$ cat config.mk
export PLATFORM = sky130hd
export DESIGN_NAME = philo_ring
export DESIGN_NICKNAME = d
export VERILOG_FILES = /design/src/rtl/philo_pkg.sv /design/src/rtl/philo_cell.sv /design/src/rtl/philo_ring.sv
export SDC_FILE = /design/constraint.sdc
export NUM_CORES = 1
export LEC_CHECK = 0
export CAP_MARGIN = 20
export CORE_UTILIZATION = 60
export CTS_CLUSTER_SIZE = 25
export DETAILED_ROUTE_END_ITERATION = 8
export PLACE_DENSITY = 0.87
export SYNTH_ARGS = -nofsm -noshare
export SYNTH_HDL_FRONTEND = slang
export SYNTH_HIERARCHICAL = 1
export SYNTH_SLANG_ARGS = --single-unit
$ cat constraint.sdc
create_clock -name clock -period 9.77 [get_ports clock]
set_input_delay 2.4425 -clock clock [delete_from_list [all_inputs] [get_ports clock]]
set_output_delay 2.4425 -clock clock [all_outputs]
set_load 0.02 [all_outputs]
$ cat src/rtl/philo_pkg.sv
// Shared types and helpers for the dining-philosophers ring.
package philo_pkg;

  typedef enum logic [1:0] {
    THINKING = 2'd0,
    READING  = 2'd1,
    EATING   = 2'd2,
    HUNGRY   = 2'd3
  } state_t;

  // Ring index of the cell 'offset' positions away from cell i.
  function automatic int nb_idx(input int i, input int offset, input int n);
    return (i + offset + n) % n;
  endfunction

endpackage

$ cat src/rtl/philo_cell.sv
// One philosopher: state register, saturating hunger counter and urgency decode.
module philo_cell
  import philo_pkg::*;
#(
  parameter bit INIT_READ = 1'b0,
  parameter int CNT_W     = 4,
  parameter int URGENT_TH = 8
) (
  input  logic       clock,
  input  logic       reset_n,
  input  logic       coin,
  input  logic [1:0] l_state,
  input  logic [1:0] r_state,
  input  logic       l_urg,
  input  logic       r_urg,
  output logic [1:0] state,
  output logic       urg,
  output logic       eat_entry
);

  localparam logic [CNT_W-1:0] TH = CNT_W'(URGENT_TH);

  state_t           st_p0, st_nxt, l_st, r_st;
  logic [CNT_W-1:0] hc_p0, hc_nxt;
  logic             l_block, r_block;

  function automatic logic [CNT_W-1:0] sat_inc(input logic [CNT_W-1:0] v);
    return (v == {CNT_W{1'b1}}) ? v : v + CNT_W'(1);
  endfunction

  assign l_st  = state_t'(l_state);
  assign r_st  = state_t'(r_state);
  assign state = st_p0;
  assign urg   = (st_p0 == HUNGRY) && (hc_p0 >= TH);

  // An urgent cell overtakes a non-urgent hungry right neighbour; otherwise the right one wins.
  assign r_block = (r_st == HUNGRY) && !(urg && !r_urg);
  assign l_block = (l_st == HUNGRY) && l_urg && !urg;

  always_comb begin
    st_nxt = st_p0;
    case (st_p0)
      READING:  if (l_st == THINKING) st_nxt = THINKING;
      THINKING: begin
        if (r_st == READING) st_nxt = READING;
        else                 st_nxt = coin ? THINKING : HUNGRY;
      end
      EATING:   if (coin) st_nxt = THINKING;
      HUNGRY: begin
        if ((l_st != EATING) && (r_st != EATING) && !r_block && !l_block)
          st_nxt = EATING;
      end
      default: st_nxt = st_p0;
    endcase
  end

  assign hc_nxt    = ((st_p0 == HUNGRY) && (st_nxt == HUNGRY)) ? sat_inc(hc_p0) : '0;
  assign eat_entry = (st_p0 == HUNGRY) && (st_nxt == EATING);

  always_ff @(posedge clock or negedge reset_n) begin
    if (!reset_n) begin
      st_p0 <= INIT_READ ? READING : THINKING;
      hc_p0 <= '0;
    end else begin
      st_p0 <= st_nxt;
      hc_p0 <= hc_nxt;
    end
  end

endmodule

$ cat src/rtl/philo_ring.sv
// Ring of N philosopher cells with a sticky adjacent-eating checker and a meal counter.
module philo_ring
  import philo_pkg::*;
#(
  parameter int N           = 8,
  parameter int INIT_READER = 0,
  parameter int CNT_W       = 4,
  parameter int URGENT_TH   = 8,
  parameter int MEAL_W      = 16
) (
  input  logic              clock,
  input  logic              reset_n,
  input  logic [N-1:0]      coin,
  output logic [2*N-1:0]    state_o,
  output logic [N-1:0]      urgent_o,
  output logic              excl_err_o,
  output logic [MEAL_W-1:0] meals_o
);

  logic [N-1:0] eat_entry;
  logic [N-1:0] eating;
  logic [N-1:0] eating_r;
  logic         excl_any;

  function automatic logic [MEAL_W-1:0] count_ones(input logic [N-1:0] v);
    logic [MEAL_W-1:0] c;
    c = '0;
    for (int k = 0; k < N; k++) c = c + MEAL_W'(v[k]);
    return c;
  endfunction

  genvar i;
  generate
    for (i = 0; i < N; i++) begin : g_cell
      localparam int L = nb_idx(i, 1, N);
      localparam int R = nb_idx(i, -1, N);

      philo_cell #(
        .INIT_READ (i == INIT_READER),
        .CNT_W     (CNT_W),
        .URGENT_TH (URGENT_TH)
      ) u_cell (
        .clock     (clock),
        .reset_n   (reset_n),
        .coin      (coin[i]),
        .l_state   (state_o[2*L +: 2]),
        .r_state   (state_o[2*R +: 2]),
        .l_urg     (urgent_o[L]),
        .r_urg     (urgent_o[R]),
        .state     (state_o[2*i +: 2]),
        .urg       (urgent_o[i]),
        .eat_entry (eat_entry[i])
      );

      assign eating[i] = (state_o[2*i +: 2] == EATING);
    end
  endgenerate

  // eating_r[i] is the right neighbour (i-1) of cell i.
  assign eating_r = {eating[N-2:0], eating[N-1]};
  assign excl_any = |(eating & eating_r);

  always_ff @(posedge clock or negedge reset_n) begin
    if (!reset_n) begin
      excl_err_o <= 1'b0;
      meals_o    <= '0;
    end else begin
      excl_err_o <= excl_err_o | excl_any;
      meals_o    <= meals_o + count_ones(eat_entry);
    end
  end

endmodule

==> impl_metrics.env, run 1 <==
export IMPL_cts_buffers=9
export IMPL_cts_resized_gates=0
export IMPL_synthesis_area_sq_um=4030
export IMPL_p_per_area_nw_per_um2=108
export IMPL_vias=3224
export IMPL_fin_crit_sh_pct=46.5
export IMPL_cts_clk_slew_worst_paths_ns=0.07
export IMPL_pin_count=51
export IMPL_cp_start_kind="register"
export IMPL_critPathBufInv=1
export IMPL_min_path_type="reg2reg"
export IMPL_nets=496
export IMPL_finalSetupTns_ns=0
export IMPL_place_hpwl_microns=6230
export IMPL_cp_end_kind="register"
export IMPL_fin_crit_ns=4.55
export IMPL_cts_htree_levels=3
export IMPL_wl_per_cell_microns=16.2
export IMPL_rsz0062_at_grt="no"
export IMPL_holdBufCountCts=0
export IMPL_fin_skew_ns=0.00661
export IMPL_status="finished with violations"
export IMPL_n_antenna_cell=0
export IMPL_die_h_microns=84.0
export IMPL_syn_inst=399
export IMPL_setup_violations=0
export IMPL_cts_sinks=65
export IMPL_first_pass_iters=7
export IMPL_dp_cells=525
export IMPL_initial_core_util_pct=62.8
export IMPL_clkLatencyLatePin_ns=0.34
export IMPL_postSynthAreaPerCell_sq_um=10.1
export IMPL_postSynthRegisterBits=65
export IMPL_yosysTopAreaCellShare_pct=39.7
export IMPL_synth_distinct_cells=34
export IMPL_grt_pass1_wl_microns=14900
export IMPL_crit_family="adder cells"
export IMPL_die_w_microns=84.0
export IMPL_cts_buffer_depth=2
export IMPL_cp_max_fo=14
export IMPL_tightest_slew_ns=0.828
export IMPL_cp_required_ns=10.04
export IMPL_fin_ws_ns=5.22
export IMPL_multiInputGateArea_sq_um=2220
export IMPL_drt_initial_drc_count=158
export IMPL_grt_overflow=0
export IMPL_fill_cells=457
export IMPL_drt_total_wl_microns=8750
export IMPL_port_buffer_count=50
export IMPL_p_leak_nw=1.98
export IMPL_place_ws_ns=5.22
export IMPL_violations="design-rule violations"
export IMPL_cap_violations=0
export IMPL_drc=3
export IMPL_ff_latch_area_sq_um=1630
export IMPL_final_common_cell="dfrtp_1"
export IMPL_grt_use_total_pct=26.7
export IMPL_place_congestion=0.802
export IMPL_tritoncts="done"
export IMPL_syn2layout_area_growth_pct=19.9
export IMPL_total_power_mw=0.520
export IMPL_hold_viol=0
export IMPL_die_area_sq_um=7050
export IMPL_max_freq_ghz=0.220
export IMPL_cts_root_buf="clkbuf_8"
export IMPL_row_count=29
export IMPL_finalMaxSlewViolations=0
export IMPL_postRouteAntennaNets=0
export IMPL_arrival_ns=4.81
export IMPL_grt_pass1_vias=3191
export IMPL_antenna_found_initial=0
export IMPL_slowest_delay_ns=0.62
export IMPL_worst_path_most_repeated_cell="fa_1"
export IMPL_slew_headroom_pct=44.8
export IMPL_final_cells=541
export IMPL_path_class="reg2reg"
export IMPL_yosysWarningCount=6
export IMPL_netlist_top_cells_area="dfrtp_1 (40%), ha_1 (6.8%), xnor2_1 (4.1%), inv_1 (3.5%), a21oi_1 (3.2%)"
export IMPL_drive_gt1_share_pct=12.9
export IMPL_postCtsSetupBuffers=0
export IMPL_slowest_stage="dfrtp_1"
export IMPL_crit_path_cell_trace="and3_1, nor2b_2, o21ai_0, and4_1, fa_1, inv_1, fa_1, fa_1, fa_1, fa_1, nand2b_1, a21oi_2, and3_1, xor2_1"
export IMPL_grt_max_degree=66
export IMPL_final_cell_mix="dfrtp_1 (64), clkdlybuf4s50_1 (49), inv_1 (38)"
export IMPL_coreArea_sq_um=6420
export IMPL_seq_area_frac_synth_pct=40.4
export IMPL_drt_vias_per_instance=5.96
export IMPL_syn_nets=436
export IMPL_synth_top_area_cell="dfrtp_1"
export IMPL_peakVddDrop_mv=0.0682
registers in the layout, indices dropped and copies added, names as in the netlist:
| register | flops |
|---|---|
| excl_err_o | 1 |
| g_cell.u_cell/hc_p0 | 32 |
| g_cell.u_cell/state | 16 |
| meals_o | 16 |
where the power goes:
| group | internal (mW) | switching, mW |
|---|---|---|
| combinational | 0.00316 | 0.00561 |
| sequential | 0.269 | 0 |
| clock | 0.138 | 0.104 |
| total | 0.410 | 0.110 |
area by class of cell:
| type | count | area share, % |
|---|---|---|
| clock buffer | 12 | 3.42 |
| clock inverter | 4 | 1.04 |
| inverter | 46 | 3.57 |
| multi-input combinational | 286 | 45.9 |
| sequential | 65 | 33.7 |
| tap | 77 | 1.99 |
| timing repair buffer | 51 | 10.4 |
worst register-to-register path, delay by kind of cell, from the launching register on:
kind	cells	cell delay, ns
AO/OA/AOI/OAI	2	0.35
XOR/XNOR	1	0.16
adder cells (fa/ha/maj)	5	2.23
buffers and inverters	1	0.05
flip-flops	1	0.62
AND/OR/NAND/NOR	5	1.05
per-stage QoR:
stage	area, sq um	hold slack (ns)	util, %
floorplan	4030	0.564	-
global placement	4620	0.460	71.9
detailed placement	4620	0.471	71.9
CTS	4830	0.481	75.3
global route	4830	0.485	75.3
finish	4830	0.478	75.3
worst paths after layout:
check	slack [ns]	startpoint	depth (start not counted)	to
hold / removal	0.48	meals_o[15]	1	meals_o[15]
hold reg to reg	0.48	meals_o[15]	1	meals_o[15]
min in group asynchronous	2.27	reset_n	2	g_cell[5].u_cell/hc_p0[1]
setup reg to reg	5.22	g_cell[1].u_cell/state[1]	14	meals_o[6]
max in group asynchronous	6.95	reset_n	2	g_cell[2].u_cell/hc_p0[0]
setup / recovery	5.22	g_cell[1].u_cell/state[1]	14	meals_o[6]
cells by family after synthesis:
logic type      after synthesis  synth area share [%]
compound gates               94                  18.0
buf+inv                      48                  4.59
simple gates                136                  21.2
fa+ha+maj                    27                  9.31
xor+xnor                     21                  4.56
flops                        65                  40.4
mux                           8                  1.99
cells in the mapped netlist:
master / number
a21oi_1: 26
nand3_1: 17
dfrtp_1: 64
and3_1: 12
nand4_2: 8
nor2_1: 19
nand3b_1: 17
dfstp_2: 1
o2bb2ai_1: 8
nand4_1: 2
o21ai_0: 18
inv_1: 38
o31a_1: 1
o21a_1: 9
nor2b_1: 9
buf_4: 1
nor3_1: 8
xor2_1: 2
a21oi_2: 1
fa_1: 5
o211ai_1: 12
o2111ai_2: 8
xnor2_1: 19
a31oi_1: 2
ha_1: 22
and4_1: 9
o2111ai_1: 1
inv_2: 8
a221oi_2: 8
nand2b_1: 14
mux2i_1: 8
nand2_1: 13
nor2b_2: 8
clkbuf_2: 1
metal layers:
metal | global-route usage, % | routed length, microns | vias up
met1 | 34.3 | 3850 | 1580
li1 | - | - | 1559
met3 | 4.15 | 307 | 14
met4 | 10.5 | 120 | 0
met2 | 45.3 | 4480 | 71
met5 | 0 | 0 | -
Note: power is estimated with default switching activity, not from simulation.
==> inputs of run 2 (changes only) <==
CORE_UTILIZATION = 56   (was 60)
PLACE_DENSITY = 0.83   (was 0.87)
clock period = 4.6 ns   (was 9.77 ns; I/O delays follow)
==> impl_metrics.env, run 2 (synthesized netlist as in run 1, its figures left out) <==
export IMPL_arrival_ns=4.66
export IMPL_drt_vias_per_instance=5.69
export IMPL_grt_pass1_vias=3101
export IMPL_min_path_type="reg2reg"
export IMPL_path_class="reg2reg"
export IMPL_crit_end="meals_o[6]"
export IMPL_pin_count=51
export IMPL_final_cells=574
export IMPL_slowest_delay_ns=0.51
export IMPL_postRouteAntennaNets=0
export IMPL_crit_path_cell_trace="and3_1, nor2b_2, o21ai_0, and4_1, fa_1, inv_1, fa_1, fa_1, fa_1, fa_1, nand2b_1, a21oi_4, and3_1, xor2_1"
export IMPL_hold_ws_ns=0.489
export IMPL_drive_gt1_share_pct=15.5
export IMPL_dp_cells=558
export IMPL_slowest_stage="fa_1"
export IMPL_largest_reg_flops=32
export IMPL_r2r_end="meals_o[6]"
export IMPL_n_antenna_cell=0
export IMPL_multiInputGateArea_sq_um=2230
export IMPL_die_w_microns=86.9
export IMPL_clkLatencyLatePin_ns=0.35
export IMPL_status="finished, final reports clean"
export IMPL_design_area_sq_um=4950
export IMPL_first_pass_iters=4
export IMPL_grt_pass1_wl_microns=14500
export IMPL_place_hpwl_microns=6180
export IMPL_port_buffer_count=50
export IMPL_setup_violations=0
export IMPL_coreArea_sq_um=6870
export IMPL_cts_buffers=9
export IMPL_row_count=30
export IMPL_p_comb_share_pct=1.8
export IMPL_total_power_mw=1.08
export IMPL_p_per_area_nw_per_um2=218
export IMPL_cp_required_ns=4.87
export IMPL_place_congestion=0.772
export IMPL_fin_crit_ns=4.39
export IMPL_vias=3264
export IMPL_p_clk_share_pct=45.3
export IMPL_cts_buffer_depth=2
export IMPL_die_h_microns=86.9
export IMPL_place_area_sq_um=4750
export IMPL_fin_crit_sh_pct=95.4
export IMPL_final_cell_mix="dfrtp_1 (64), clkdlybuf4s50_1 (49), inv_1 (38)"
export IMPL_r2r_slack_ns=0.21
export IMPL_antenna_found_initial=0
export IMPL_grt_use_total_pct=24.8
export IMPL_peakVddDrop_mv=0.159
export IMPL_power_frac_seq_pct=52.9
export IMPL_swShare_pct=23.4
export IMPL_max_freq_ghz=0.228
export IMPL_regMostFlops="g_cell.u_cell/hc_p0"
export IMPL_fin_util_pct=72.1
export IMPL_drc=0
export IMPL_grt_max_degree=37
export IMPL_postCtsSetupBuffers=0
export IMPL_cp_max_fo=6
export IMPL_tightest_slew_ns=0.735
export IMPL_initial_core_util_pct=58.7
export IMPL_cp_start_kind="register"
export IMPL_syn2layout_area_growth_pct=22.8
export IMPL_hold_viol=0
export IMPL_finalMaxSlewViolations=0
export IMPL_fin_skew_ns=0.00728
export IMPL_cap_violations=0
export IMPL_die_area_sq_um=7540
export IMPL_cts_sinks=65
export IMPL_cts_htree_levels=3
export IMPL_reg2regPathDepth=14
export IMPL_p_leak_nw=2.04
export IMPL_internal_power_mw=0.826
export IMPL_nets=510
export IMPL_p_sw_mw=0.252
export IMPL_slew_headroom_pct=51.0
export IMPL_holdBufCountCts=0
export IMPL_worstSetupStartpoint="g_cell[1].u_cell/hc_p0[3]"
export IMPL_worst_path_most_repeated_cell="fa_1"
export IMPL_reg2reg_from="g_cell[1].u_cell/hc_p0[3]"
export IMPL_fill_cells=513
export IMPL_grt_overflow=0
export IMPL_final_common_cell="dfrtp_1"
export IMPL_ff_latch_area_sq_um=1630
export IMPL_cts_root_buf="clkbuf_8"
export IMPL_cp_end_kind="register"
export IMPL_drt_total_wl_microns=8580
export IMPL_tritoncts="done"
export IMPL_wl_per_cell_microns=14.9
export IMPL_drt_initial_drc_count=156
export IMPL_cts_clk_slew_worst_paths_ns=0.08
## run 2: cell count changes in the layout (fill, tap and decap cells not counted)
cell	before	now
clkinv_4	0	1
a21oi_4	0	1
clkinv_2	1	2
clkbuf_8	12	9
clkinvlp_4	2	3
a21oi_2	1	0
buf_4	1	15
## run 2: worst min path at each step
stage	slack, ns	from	cells after the start	to
finish	0.49	meals_o[15]	1	meals_o[15]
detailed placement	0.48	meals_o[7]	1	meals_o[7]
global route	0.51	meals_o[7]	1	meals_o[7]
global placement	0.46	meals_o[15]	1	meals_o[15]
floorplan	0.56	g_cell[0].u_cell/hc_p0[1]	2	g_cell[0].u_cell/hc_p0[1]
CTS	0.50	meals_o[7]	1	meals_o[7]
## run 2: final cells by class
type | instances | share of cell area [%]
Clock buffer | 9 | 2.50
Tap cell | 96 | 2.43
Timing Repair Buffer | 65 | 12.3
Clock inverter | 7 | 1.44
Inverter | 46 | 3.49
Sequential cell | 65 | 32.9
Multi-Input combinational cell | 286 | 45.0
## run 2: stage by stage
| stage | setup TNS (ns) | setup slack, ns |
|---|---|---|
| floorplan | 0 | 0.0685 |
| global placement | 0 | 0.390 |
| detailed placement | 0 | 0.214 |
| CTS | 0 | 0.156 |
| global route | -0.000306 | -0.000306 |
| finish | 0 | 0.210 |
## run 2: repair_timing
action / CTS / global route
hold endpoints to repair: 0 / 0
setup endpoints to repair: 0 / 3
gates resized for setup: 0 / 1
## run 2: power groups by stage
stage	Sequential (mW)	Combinational (mW)	Clock (mW)
global route	0.571	0.0224	0.519
CTS	0.571	0.0200	0.496
detailed placement	0.582	0.0200	0
finish	0.571	0.0190	0.489
global placement	0.582	0.0197	0
## run 2: per-layer routing
metal	wire (microns)	track usage [%]	up-vias
li1	-	-	1577
met1	3940	34.5	1609
met2	4180	39.2	66
met3	341	4.83	12
met4	117	7.73	0
met5	0	0	-
## run 2: worst max-delay path, delay by kind of cell (launching register included)
family          cells  cell delay (ns)
compound gates      2             0.33
xor+xnor            1             0.16
fa+ha+maj           5             2.28
buf+inv             1             0.05
flops               1             0.46
simple gates        5             1.03
==> inputs of run 3 (changes only) <==
PLACE_DENSITY = not set   (was 0.83)
PLACE_DENSITY_LB_ADDON = 0.12   (was not set)
==> impl_metrics.env, run 3 (synthesized netlist as in run 1, its figures left out) <==
export IMPL_regMostFlops="g_cell.u_cell/hc_p0"
export IMPL_path_class="reg2reg"
export IMPL_p_sw_mw=0.230
export IMPL_fin_crit_sh_pct=93.2
export IMPL_ff_latch_area_sq_um=1630
export IMPL_place_hpwl_microns=6350
export IMPL_vias=3283
export IMPL_grt_pass1_vias=3190
export IMPL_finalSetupTns_ns=0
export IMPL_fill_cells=524
export IMPL_antenna_found_initial=0
export IMPL_reg2regPathDepth=14
export IMPL_p_comb_share_pct=1.8
export IMPL_reg2reg_from="g_cell[3].u_cell/hc_p0[3]"
export IMPL_p_leak_nw=2.06
export IMPL_die_h_microns=86.9
export IMPL_tritoncts="done"
export IMPL_max_freq_ghz=0.233
export IMPL_worst_path_most_repeated_cell="fa_1"
export IMPL_slew_headroom_pct=44.9
export IMPL_wl_per_cell_microns=15.6
export IMPL_cts_root_buf="clkbuf_8"
export IMPL_multiInputGateArea_sq_um=2230
export IMPL_rsz0062_at_grt="no"
export IMPL_postCtsSetupBuffers=0
export IMPL_cts_buffers=9
export IMPL_cts_buffer_depth=2
export IMPL_place_area_sq_um=4760
export IMPL_tightest_slew_ns=0.826
export IMPL_arrival_ns=4.56
export IMPL_crit_path_cell_trace="and3_1, nor2b_2, o21ai_0, and4_1, fa_1, inv_1, fa_1, fa_1, fa_1, fa_1, nand2b_1, a21oi_4, and3_1, xor2_1"
export IMPL_finalMaxSlewViolations=0
export IMPL_port_buffer_count=50
export IMPL_internal_power_mw=0.873
export IMPL_cts_htree_levels=3
export IMPL_cp_required_ns=4.87
export IMPL_drt_vias_per_instance=5.71
export IMPL_cts_clk_slew_worst_paths_ns=0.07
export IMPL_drc=0
export IMPL_n_antenna_cell=0
export IMPL_hold_depth=1
export IMPL_power_frac_seq_pct=51.8
export IMPL_final_cell_mix="dfrtp_1 (64), clkdlybuf4s50_1 (49), inv_1 (38)"
export IMPL_row_count=30
export IMPL_min_path_type="reg2reg"
export IMPL_cts_sinks=65
export IMPL_cap_violations=0
export IMPL_cp_end_kind="register"
export IMPL_postRouteAntennaNets=0
export IMPL_fin_util_pct=72.4
export IMPL_worstHoldStart="meals_o[15]"
export IMPL_grt_use_total_pct=26.5
export IMPL_design_area_sq_um=4970
export IMPL_initial_core_util_pct=58.7
export IMPL_first_pass_iters=4
export IMPL_p_per_area_nw_per_um2=222
export IMPL_hold_viol=0
export IMPL_largest_reg_flops=32
export IMPL_nets=511
export IMPL_peakVddDrop_mv=0.163
export IMPL_final_common_cell="dfrtp_1"
export IMPL_drt_total_wl_microns=8960
export IMPL_p_clk_share_pct=46.4
export IMPL_swShare_pct=20.8
export IMPL_place_congestion=0.795
export IMPL_grt_max_degree=36
export IMPL_die_area_sq_um=7540
export IMPL_grt_overflow=0
export IMPL_die_w_microns=86.9
export IMPL_hold_ws_ns=0.475
export IMPL_fin_skew_ns=0.00648
export IMPL_cp_start_kind="register"
export IMPL_status="finished, final reports clean"
export IMPL_fin_crit_ns=4.29
export IMPL_syn2layout_area_growth_pct=23.3
export IMPL_drive_gt1_share_pct=15.2
export IMPL_grt_pass1_wl_microns=15400
export IMPL_clkLatencyLatePin_ns=0.34
export IMPL_setup_violations=0
export IMPL_worstSetupStartpoint="g_cell[3].u_cell/hc_p0[3]"
export IMPL_pin_count=51
export IMPL_slowest_delay_ns=0.49
export IMPL_cp_max_fo=6
export IMPL_coreArea_sq_um=6870
export IMPL_slowest_stage="fa_1"
export IMPL_drt_initial_drc_count=141
run 3: final cells by class:
type | count | area share, %
Clock buffer | 14 | 3.47
Clock inverter | 2 | 0.705
Inverter | 46 | 3.47
Multi-Input combinational cell | 286 | 44.8
Sequential cell | 65 | 32.7
Tap cell | 96 | 2.42
Timing Repair Buffer | 66 | 12.4
run 3: repair_timing:
item / CTS / global route
setup endpoints to repair: 0 / 1
gates resized for setup: 0 / 1
hold buffers: 0 / 0
run 3: critical path, delay by kind of cell (launching register included):
kind                     cells  cell delay [ns]
AO/OA/AOI/OAI                2             0.29
AND/OR/NAND/NOR              5             1.02
XOR/XNOR                     1             0.15
flip-flops                   1             0.46
buffers and inverters        1             0.06
adder cells (fa/ha/maj)      5             2.23
run 3: final timing paths:
check	endpoint	slack, ns
hold / removal	meals_o[15]	0.47
hold reg to reg	meals_o[15]	0.47
setup reg to reg	meals_o[6]	0.31
max in group asynchronous	g_cell[0].u_cell/state[0]	2.85
setup / recovery	meals_o[6]	0.31
min in group asynchronous	meals_o[11]	0.89
run 3: power by group through the flow:
stage	registers (mW)	logic (mW)	clock network, mW
finish	0.571	0.0199	0.512
global route	0.571	0.0230	0.545
CTS	0.571	0.0208	0.520
detailed placement	0.582	0.0207	0
global placement	0.582	0.0204	0
run 3: routing by layer:
layer | track usage [%] | vias up | part of all wire (%)
met3 | 4.83 | 8 | 4.6
met4 | 9.39 | 0 | 0.97
li1 | - | 1576 | -
met1 | 35.6 | 1630 | 45
met5 | 0 | - | 0
met2 | 43.1 | 69 | 49
run 3: per-stage QoR:
step | worst slack (ns) | cells | power (mW)
6_report | 0.312 | 575 | 1.10
5_1_grt | 0.0897 | 575 | 1.14
4_1_cts | 0.270 | 575 | 1.11
3_5_place_dp | 0.312 | 559 | 0.603
3_3_place_gp | 0.355 | 559 | 0.603
2_1_floorplan | 0.0685 | 399 | 0.582
